File: config.mk
export PLATFORM = sky130hd
export DESIGN_NAME = reg_list_sequencer
export DESIGN_NICKNAME = d
export VERILOG_FILES = /design/src/rtl/reg_list_sequencer_pkg.sv /design/src/rtl/reg_list_sequencer_lowest_set_bit_16.sv /design/src/rtl/reg_list_sequencer.sv
export SDC_FILE = /design/constraint.sdc
export NUM_CORES = 1
export LEC_CHECK = 0
export CAP_MARGIN = 0
export CORE_UTILIZATION = 40
export CTS_CLUSTER_DIAMETER = 40
export DETAILED_ROUTE_END_ITERATION = 8
export GPL_TIMING_DRIVEN = 0
export PLACE_DENSITY_LB_ADDON = 0.15
export SLEW_MARGIN = 10
export SYNTH_ARGS = -nofsm -noshare
export SYNTH_HDL_FRONTEND = slang
export SYNTH_HIERARCHICAL = 1
export SYNTH_SLANG_ARGS = --single-unit
File: constraint.sdc
create_clock -name i_clk -period 3.45 [get_ports i_clk]
set_input_delay 0.5175 -clock i_clk [delete_from_list [all_inputs] [get_ports i_clk]]
set_output_delay 0.5175 -clock i_clk [all_outputs]
set_load 0.1 [all_outputs]
File: src/rtl/reg_list_sequencer_pkg.sv
// Shared types and constants for the register-list block transfer sequencer.
// Holds the state encoding, the default address step and a popcount helper.
package reg_list_sequencer_pkg;

    typedef enum logic [1:0] {
        ST_IDLE = 2'd0,
        ST_CALC = 2'd1,
        ST_XFER = 2'd2,
        ST_FIN  = 2'd3
    } seq_state_t;

    localparam int unsigned ADDR_STEP_DEFAULT = 4;

    function automatic logic [4:0] popcount16(input logic [15:0] v);
        logic [4:0] c;
        c = '0;
        for (int i = 0; i < 16; i++) begin
            c = c + {4'd0, v[i]};
        end
        return c;
    endfunction

endpackage

File: src/rtl/reg_list_sequencer_lowest_set_bit_16.sv
// 16-bit priority encoder: index of the lowest set bit, plus a valid flag.
module lowest_set_bit_16 (
    input  logic [15:0] i_vec,
    output logic [3:0]  o_idx,
    output logic        o_valid
);

    always_comb begin
        o_idx   = 4'd0;
        o_valid = |i_vec;
        // Scan downwards so the lowest set bit is the last one written.
        for (int i = 15; i >= 0; i--) begin
            if (i_vec[i]) begin
                o_idx = 4'(i);
            end
        end
    end

endmodule

File: src/rtl/reg_list_sequencer.sv
// Walks a 16-bit register list, issuing one memory request per selected
// register in ascending index order, ascending or descending from a base.
module reg_list_sequencer
    import reg_list_sequencer_pkg::*;
#(
    parameter int unsigned ADDR_STEP = ADDR_STEP_DEFAULT
) (
    input  logic        i_clk,
    input  logic        i_rst_n,
    input  logic        i_start,
    input  logic [15:0] i_reg_list,
    input  logic [31:0] i_base,
    input  logic        i_up,
    input  logic        i_load,
    input  logic        i_mem_ready,
    input  logic        i_abort,
    output logic        o_busy,
    output logic        o_done,
    output logic        o_mem_req,
    output logic        o_mem_write,
    output logic [31:0] o_mem_addr,
    output logic [3:0]  o_rf_a,
    output logic [3:0]  o_rf_c,
    output logic        o_rf_we,
    output logic [31:0] o_wb_addr,
    output logic [4:0]  o_count
);

    localparam logic [31:0] STEP = 32'(ADDR_STEP);

    seq_state_t  r_state;
    logic [15:0] r_pending;
    logic [4:0]  r_n;
    logic [4:0]  r_count;
    logic [31:0] r_addr;
    logic [31:0] r_wb_addr;
    logic        r_load;

    logic [3:0]  w_idx;
    logic        w_valid;
    logic [4:0]  w_n;
    logic [31:0] w_span;
    logic        w_xfer;
    logic [15:0] w_pending_next;

    lowest_set_bit_16 u_lsb (
        .i_vec   (r_pending),
        .o_idx   (w_idx),
        .o_valid (w_valid)
    );

    assign w_n            = popcount16(i_reg_list);
    assign w_span         = STEP * {27'd0, w_n};
    assign w_xfer         = (r_state == ST_XFER);
    assign w_pending_next = r_pending & ~(16'd1 << w_idx);

    // Block geometry is captured at the START edge so WB_ADDR is already valid in CALC.
    always_ff @(posedge i_clk or negedge i_rst_n) begin
        if (!i_rst_n) begin
            r_state   <= ST_IDLE;
            r_pending <= '0;
            r_n       <= '0;
            r_count   <= '0;
            r_addr    <= '0;
            r_wb_addr <= '0;
            r_load    <= 1'b0;
        end else begin
            case (r_state)
                ST_IDLE: begin
                    if (i_start) begin
                        r_state   <= ST_CALC;
                        r_pending <= i_reg_list;
                        r_n       <= w_n;
                        r_count   <= '0;
                        r_load    <= i_load;
                        r_wb_addr <= i_up ? (i_base + w_span) : (i_base - w_span);
                        r_addr    <= i_up ? i_base : (i_base - w_span);
                    end
                end
                ST_CALC: begin
                    if (i_abort) begin
                        r_state <= ST_IDLE;
                    end else if (r_n == 5'd0) begin
                        r_state <= ST_FIN;
                    end else begin
                        r_state <= ST_XFER;
                    end
                end
                ST_XFER: begin
                    if (i_abort) begin
                        r_state <= ST_IDLE;
                    end else if (w_valid && i_mem_ready) begin
                        r_count   <= r_count + 5'd1;
                        r_addr    <= r_addr + STEP;
                        r_pending <= w_pending_next;
                        if (w_pending_next == 16'd0) begin
                            r_state <= ST_FIN;
                        end
                    end
                end
                ST_FIN: begin
                    r_state <= ST_IDLE;
                end
                default: begin
                    r_state <= ST_IDLE;
                end
            endcase
        end
    end

    assign o_busy      = (r_state == ST_CALC) || w_xfer;
    assign o_done      = (r_state == ST_FIN);
    assign o_mem_req   = w_xfer;
    assign o_mem_write = w_xfer & ~r_load;
    assign o_rf_we     = r_load & w_xfer & i_mem_ready & ~i_abort;
    assign o_mem_addr  = r_addr;
    assign o_rf_a      = w_idx;
    assign o_rf_c      = w_idx;
    assign o_wb_addr   = r_wb_addr;
    assign o_count     = r_count;

endmodule

======== Word-level counts from Yosys, hierarchy flattened ========
Index checks and enable logic that the tools add are counted.
word-level totals
  bits in registers ....................... 93
  latch bits .............................. 0
  RAM bits ................................ 0
  ROM bits ................................ 0
  bits of input ports ..................... 55
  output and inout bits ................... 82
  logic and storage cells ................. 90
  memories kept ........................... 0
cells by class
  add/subtract/negate cells ............... 19
  multipliers ............................. 0
  divide/modulo/power cells ............... 0
  $lt $le $gt $ge ......................... 0
  equal/unequal tests ..................... 8
  shifts and indexed selects .............. 1
  mux-type cells .......................... 37
  bitwise logic cells ..................... 8
  reductions and logical operators ........ 10
operators by type and width
  operator                                               count
  2-to-1 mux 32 bit                                      5
  2-to-1 mux 4 bit                                       16
  case mux 32 bit (2 select lines)                       1
  adder 5 x 1 -> 5 bit                                   11
  2-to-1 mux 16 bit                                      3
  adder 32 x 3 -> 32 bit, second input constant          1
  adder 32 x 7 -> 32 bit                                 1
  case mux 16 bit (2 select lines)                       1
  subtractor 32 x 7 -> 32 bit                            1
  AND 16 bit                                             1
  logical NOT 16 bit                                     1
  inverter 16 bit                                        1
  OR reduction 16 bit                                    1
  left shift 1 x 4 -> 16 bit, first input constant       1
  2-to-1 mux 5 bit                                       3
  2-to-1 mux 2 bit                                       5
  case mux 5 bit (2 select lines)                        1
  case mux 2 bit (4 select lines)                        1
  inequality test 3 x 2 -> 1 bit, second input constant  2
  adder 4 x 1 -> 5 bit                                   1
  adder 5 x 1 -> 5 bit, second input constant            1
  logical NOT 5 bit                                      1
  adder 3 x 1 -> 4 bit                                   1
  AND 1 bit                                              4
  15 further kinds                                       18

======== Depth between registers and ports, before layout ========
Gate-level depths: netlist (run 1).
  depth in word-level cells ............... 24
  gate-level depth with buffers ........... 22
  depth with buffers taken out ............ 20

======== Hierarchy ========
The synthesis (run 1) kept the hierarchy.
by module, submodules not included
  module              instances  cells an instance  area an instance (um^2)  seq. area each (um^2)
  reg_list_sequencer  1          820                6,914.1                  2,327.2
  lowest_set_bit_16   1          34                 176.4                    0.0

======== Least setup slack after synthesis (run 1) ========
OpenSTA, ideal clock, no wires.
  kind .................................... input port to flip-flop
  from .................................... in i_reg_list[0]
  to ...................................... reg r_wb_addr[21], in the netlist o_wb_addr[21]
  setup time .............................. 0.095 ns
  arrival ................................. 5.461 ns
  data required time ...................... 3.355 ns
  slack ................................... -2.106 ns
  cell stages on the path ................. 20
  buffers on the path ..................... 2
  cells stage by stage .................... inv_1 fa_1 fa_1 fa_1 fa_1 inv_1 ha_1 a21o_1 a21oi_1 xor2_1 inv_1 ha_1 clkbuf_1 nor2b_1 o21ba_2 nor4_1 clkbuf_1 nand3_1 and3b_1 o31ai_1
between the ends
  longest elaborated chain between the ends .. 17
  elaborated cells on any way between the ends .. 18
  classes of those cells .................. add/sub: 17; mux: 1
RTL lines
  item                                                                   RTL line                      source
  start, declared                                                        reg_list_sequencer.sv:11      input logic [15:0] i_reg_list,
  adder 1 x 1 -> 2 bit (*)                                               reg_list_sequencer_pkg.sv:18  c = c + {4'd0, v[i]};
  adder 2 x 1 -> 3 bit (*)                                               reg_list_sequencer_pkg.sv:18
  adder 3 x 1 -> 4 bit (*)                                               reg_list_sequencer_pkg.sv:18
  adder 4 x 1 -> 5 bit (*)                                               reg_list_sequencer_pkg.sv:18
  adder 5 x 1 -> 5 bit (*) (11 in series)                                reg_list_sequencer_pkg.sv:18
  net w_n[3]                                                             reg_list_sequencer.sv:41      logic [4:0] w_n;
  subtractor 32 x 7 -> 32 bit or adder 32 x 7 -> 32 bit (tied branches)  reg_list_sequencer.sv:76      r_wb_addr <= i_up ? (i_base + w_span) : (i_base - w_span);
  2-to-1 mux 32 bit (*)                                                  reg_list_sequencer.sv:76
  end signal, assigned                                                   reg_list_sequencer.sv:76
  end, declared                                                          reg_list_sequencer.sv:36      logic [31:0] r_wb_addr;
Mark *: on every way through the listed nets, which the timed path passes. The rest lies on a longest branch.
A chain may end at the register's enable or synchronous reset.

======== Worst setup path in the final report (run 1) ========
  from .................................... in i_reg_list[5]
  to ...................................... reg r_addr[18], in the netlist o_mem_addr[18]
between the ends
  longest elaborated chain between the ends .. 15
RTL lines
  item                                 RTL line                      source
  adder 5 x 1 -> 5 bit (11 in series)  reg_list_sequencer_pkg.sv:18
  net w_n[1]                           reg_list_sequencer.sv:41
  subtractor 32 x 7 -> 32 bit          reg_list_sequencer.sv:77      r_addr <= i_up ? i_base : (i_base - w_span);
  2-to-1 mux 32 bit                    reg_list_sequencer.sv:77
  2-to-1 mux 32 bit                    reg_list_sequencer.sv:70      if (i_start) begin
  case mux 32 bit (2 select lines)     reg_list_sequencer.sv:68      case (r_state)
  end signal, assigned                 reg_list_sequencer.sv:77
  end signal, assigned                 reg_list_sequencer.sv:94      r_addr <= r_addr + STEP;
  end, declared                        reg_list_sequencer.sv:35      logic [31:0] r_addr;
The timed path passes the listed nets, and every way through them passes these cells. The select of a mux whose other input is x is not followed.

==> impl_metrics.py, run 1 <==
metrics = {
    "status": {
        "outcome": "finished, violations left",
        "violations": "setup timing",
    },
    "yosys": {
        "synth_enable_flop_cells": 0,
        "synthSimpleGateAreaFrac": 0.250,
        "synth.lib_cells_used.distinct": 73,
        "number_of_instances_in_the_synthesized_netlist": 854,
        "synthArstFlopShare": 1.00,
        "syn_area_per_cell_sq_um": 8.30,
        "yosysSeqAreaShare": 0.328,
        "synth.mux.area_fraction": 0.0263,
        "synth_area_leaders": "sky130_fd_sc_hd__dfrtp_1 33%, sky130_fd_sc_hd__nand2_1 6.3%, sky130_fd_sc_hd__o21ai_0 6.1%",
        "synth-compound-area-share": 0.205,
        "yosysTopAreaCell": "sky130_fd_sc_hd__dfrtp_1",
        "synth_warnings": 6,
        "synth_top_family_by_area": "simple AND/OR/NAND/NOR gates",
        "mappedNetlistArea_sq_um": 7090,
        "postSynth.topFlopCell": "sky130_fd_sc_hd__dfrtp_1",
        "mappedNetlistNets": 943,
        "share_of_the_synthesized_area_in_the_top_cell_type": 0.328,
        "synthXorXnorAreaFrac": 0.0605,
        "ffs_latches_synth": 93,
        "synth_adder_area_share": 0.0727,
    },
    "timing": {
        "hold_violations": 0,
        "peak_freq_mhz": 197,
        "report.final.setup_viol": 60,
        "tightest_slew_ns": 1.01,
        "slew_viol_final": 0,
        "max_slew_margin": 0.327,
        "fin_hold_ws_ns": 0.141,
        "rsz0062_at_grt": "yes",
        "post-route-period-util": 1.47,
        "finalWorstSetupSlack_ns": -1.62,
        "fin_worst_skew_ns": 0.00777,
        "min_period_ns": 5.07,
    },
    "worst_setup_path": {
        "crit_path_end_kind": "flop",
        "timing.setup.critical_path_class": "in2reg",
        "cp.arrival_ns": 5.28,
        "crit_path_cell_trace": "buf_6 > inv_4 > fa_1 > fa_2 > fa_2 > fa_2 > inv_2 > ha_4 > fa_2 > inv_2 > fa_2 > a21oi_4 > nand4_4 > buf_12 > buf_12 > nor4_4 > xnor2_2 > a21oi_1",
        "worst-path-max-fanout": 4,
        "worst_path_most_repeated_cell": "sky130_fd_sc_hd__fa_2",
        "crit_slowest_cell": "sky130_fd_sc_hd__fa_2",
        "timing.critical_path.from_type": "primary input",
        "worst_path_largest_cell_delay_ns": 0.60,
        "required_ns": 3.67,
    },
    "clocking": {
        "clock_insertion_delay_worst_skew_ns": 0.36,
        "numCtsBuffers": 9,
        "ctsRootBufferMaster": "sky130_fd_sc_hd__clkbuf_16",
        "hold_buffers": 0,
        "cts_tree": "yes",
        "cts.sinks": 93,
        "worst_setup_hold_path_clk_slew_ns": 0.07,
        "cts_h_tree_depth": 3,
        "cts_buffer_depth": 2,
    },
    "die": {
        "fp.coreArea_sq_um": 17300,
        "floorplan.die_area_sq_um": 18300,
        "ios": 137,
        "std_cell_rows": 48,
        "start_util": 0.410,
        "dieHeight_um": 135,
        "fp.dieW_um": 135,
    },
    "finish": {
        "nNetsFinal": 1130,
        "layout.cells.most_common": "sky130_fd_sc_hd__nand2_1",
        "post_route_cells_drive_above_1_share": 0.255,
        "layout_common_cells": "118 x sky130_fd_sc_hd__nand2_1, 106 x sky130_fd_sc_hd__clkdlybuf4s50_1, 93 x sky130_fd_sc_hd__dfrtp_1, 55 x sky130_fd_sc_hd__o21ai_0",
        "layout-area-overhead-vs-synth_pct": 49.2,
        "num_antenna_cells": 0,
    },
    "global_route": {
        "antenna_violations_before_repair": 0,
        "grt_pass1_wl_um": 38200,
        "largest_net_degree_at_the_start_of_global_routing": 58,
        "grt_util_all_layers": 0.272,
        "grt_pass1_vias": 7017,
        "grt.overflow.total": 0,
    },
    "placement": {
        "globalplace.congestion": 0.896,
        "dp.final_hpwl_um": 17300,
        "dp_slack_ns": -2.78,
        "port_buffers": 124,
    },
    "routing": {
        "detail_route.first_pass.iterations": 5,
        "detail_route.drc_violations": 0,
        "route.final.wire_length_um": 24800,
        "total_via_count_in_the_routed_design": 7315,
        "wl_per_cell_um": 19.5,
        "first_iter_violations": 625,
        "post_drt_via_cell_ratio": 5.76,
        "drtAntennaViolNets": 0,
    },
    "run": {
        "cap_violations": 0,
    },
    "min_path": {
        "min_path_type": "in2async",
    },
}
[worst paths after layout]
check	startpoint	to	slack [ns]	cells past startpoint
max	i_reg_list[5]	o_mem_addr[18]	-1.62	18
min	i_rst_n	o_count[2]	0.14	1
max reg2reg	r_pending[7]	o_mem_addr[8]	0.12	10
min reg2reg	r_n[3]	r_n[3]	0.48	2
max in group asynchronous	i_rst_n	r_n[4]	2.63	2
min in group i_clk	i_reg_list[9]	r_pending[9]	0.43	3
[flip-flops by register name, indices dropped and copies added (netlist names)]
name	cells
o_count	5
r_pending	16
o_mem_addr	32
r_state	2
r_n	5
o_wb_addr	32
r_load	1
[worst max-delay path: cells and delay by family]
kind / cells / cell delay (ns)
AO/OA/AOI/OAI: 2 / 0.35
AND/OR/NAND/NOR: 2 / 0.46
adder cells (fa/ha/maj): 7 / 3.23
buffers and inverters: 6 / 0.55
XOR/XNOR: 1 / 0.19
[synthesized netlist by cell type (all sizes together), types with 6 or more instances]
| master | count |
|---|---|
| or3 | 6 |
| o31ai | 12 |
| o221a | 7 |
| inv | 45 |
| o22ai | 9 |
| buf | 11 |
| o21ai | 87 |
| clkbuf | 47 |
| and3 | 10 |
| nor4 | 16 |
| nand3 | 33 |
| nand2 | 119 |
| nor4b | 7 |
| nor2 | 39 |
| xor2 | 20 |
| fa | 12 |
| mux2i | 13 |
| nor3 | 27 |
| a21oi | 38 |
| a21o | 10 |
| a31oi | 6 |
| o2bb2ai | 6 |
| nor2b | 9 |
| xnor2 | 29 |
| dfrtp | 93 |
| nand2b | 14 |
| nand4 | 16 |
| ha | 22 |
| o21a | 11 |
[per-layer routing]
layer	routed length, um	part of all wire	track usage	vias up
met5	0	0	0	-
met4	524	0.021	0.0955	0
met3	1240	0.050	0.0404	47
met2	11500	0.46	0.427	236
met1	11600	0.47	0.380	3599
li1	-	-	-	3433
[logic make-up after synthesis]
logic type      Yosys count
fa+ha+maj                34
simple gates            330
xor+xnor                 49
buf+inv                 103
compound gates          227
flops                    93
mux                      18
[through the flow]
stage | area [sq um] | util | setup TNS, ns | cells
finish | 10600 | 0.612 | -82.87 | 1270
global route | 10600 | 0.612 | -90.68 | 1270
CTS | 10000 | 0.581 | -81.28 | 1251
detailed placement | 8970 | 0.519 | -148.40 | 1204
global placement | 8940 | 0.517 | -328.19 | 1203
floorplan | 7420 | - | -81.53 | 854
[cell type report]
| type | instances | area, sq um |
|---|---|---|
| Clock buffer | 11 | 253 |
| Buffer | 57 | 284 |
| Tap cell | 225 | 282 |
| Sequential cell | 93 | 2330 |
| Fill cell | 1467 | 6720 |
| Timing Repair Buffer | 177 | 1790 |
| Inverter | 45 | 181 |
| Multi-Input combinational cell | 658 | 5370 |
| Clock inverter | 4 | 95.1 |
[what timing repair did]
| action | 4_1_cts | 5_1_grt |
|---|---|---|
| buffers inserted | 31 | 24 |
| setup endpoints to repair | 70 | 77 |
| pin swaps | 63 | 56 |
| gates resized for setup | 149 | 93 |
| cloned | 1 | 0 |
Power of run 1 is left out: the tool's default activity adds up to more than one toggle a clock period on the data nets, which glitch-free logic cannot reach.
==> inputs of run 2 (changes only) <==
--- a/config.mk
+++ b/config.mk
@@ -7,7 +7,7 @@
 export LEC_CHECK = 0
 export CAP_MARGIN = 0
 export CORE_UTILIZATION = 40
-export CTS_CLUSTER_DIAMETER = 40
+export CTS_CLUSTER_DIAMETER = 150
 export DETAILED_ROUTE_END_ITERATION = 8
 export GPL_TIMING_DRIVEN = 0
 export PLACE_DENSITY_LB_ADDON = 0.15
==> results of run 2 <==
Final layout, timing and power as in run 1 (identical DEF).
Power of run 2 is left out for the same reason.
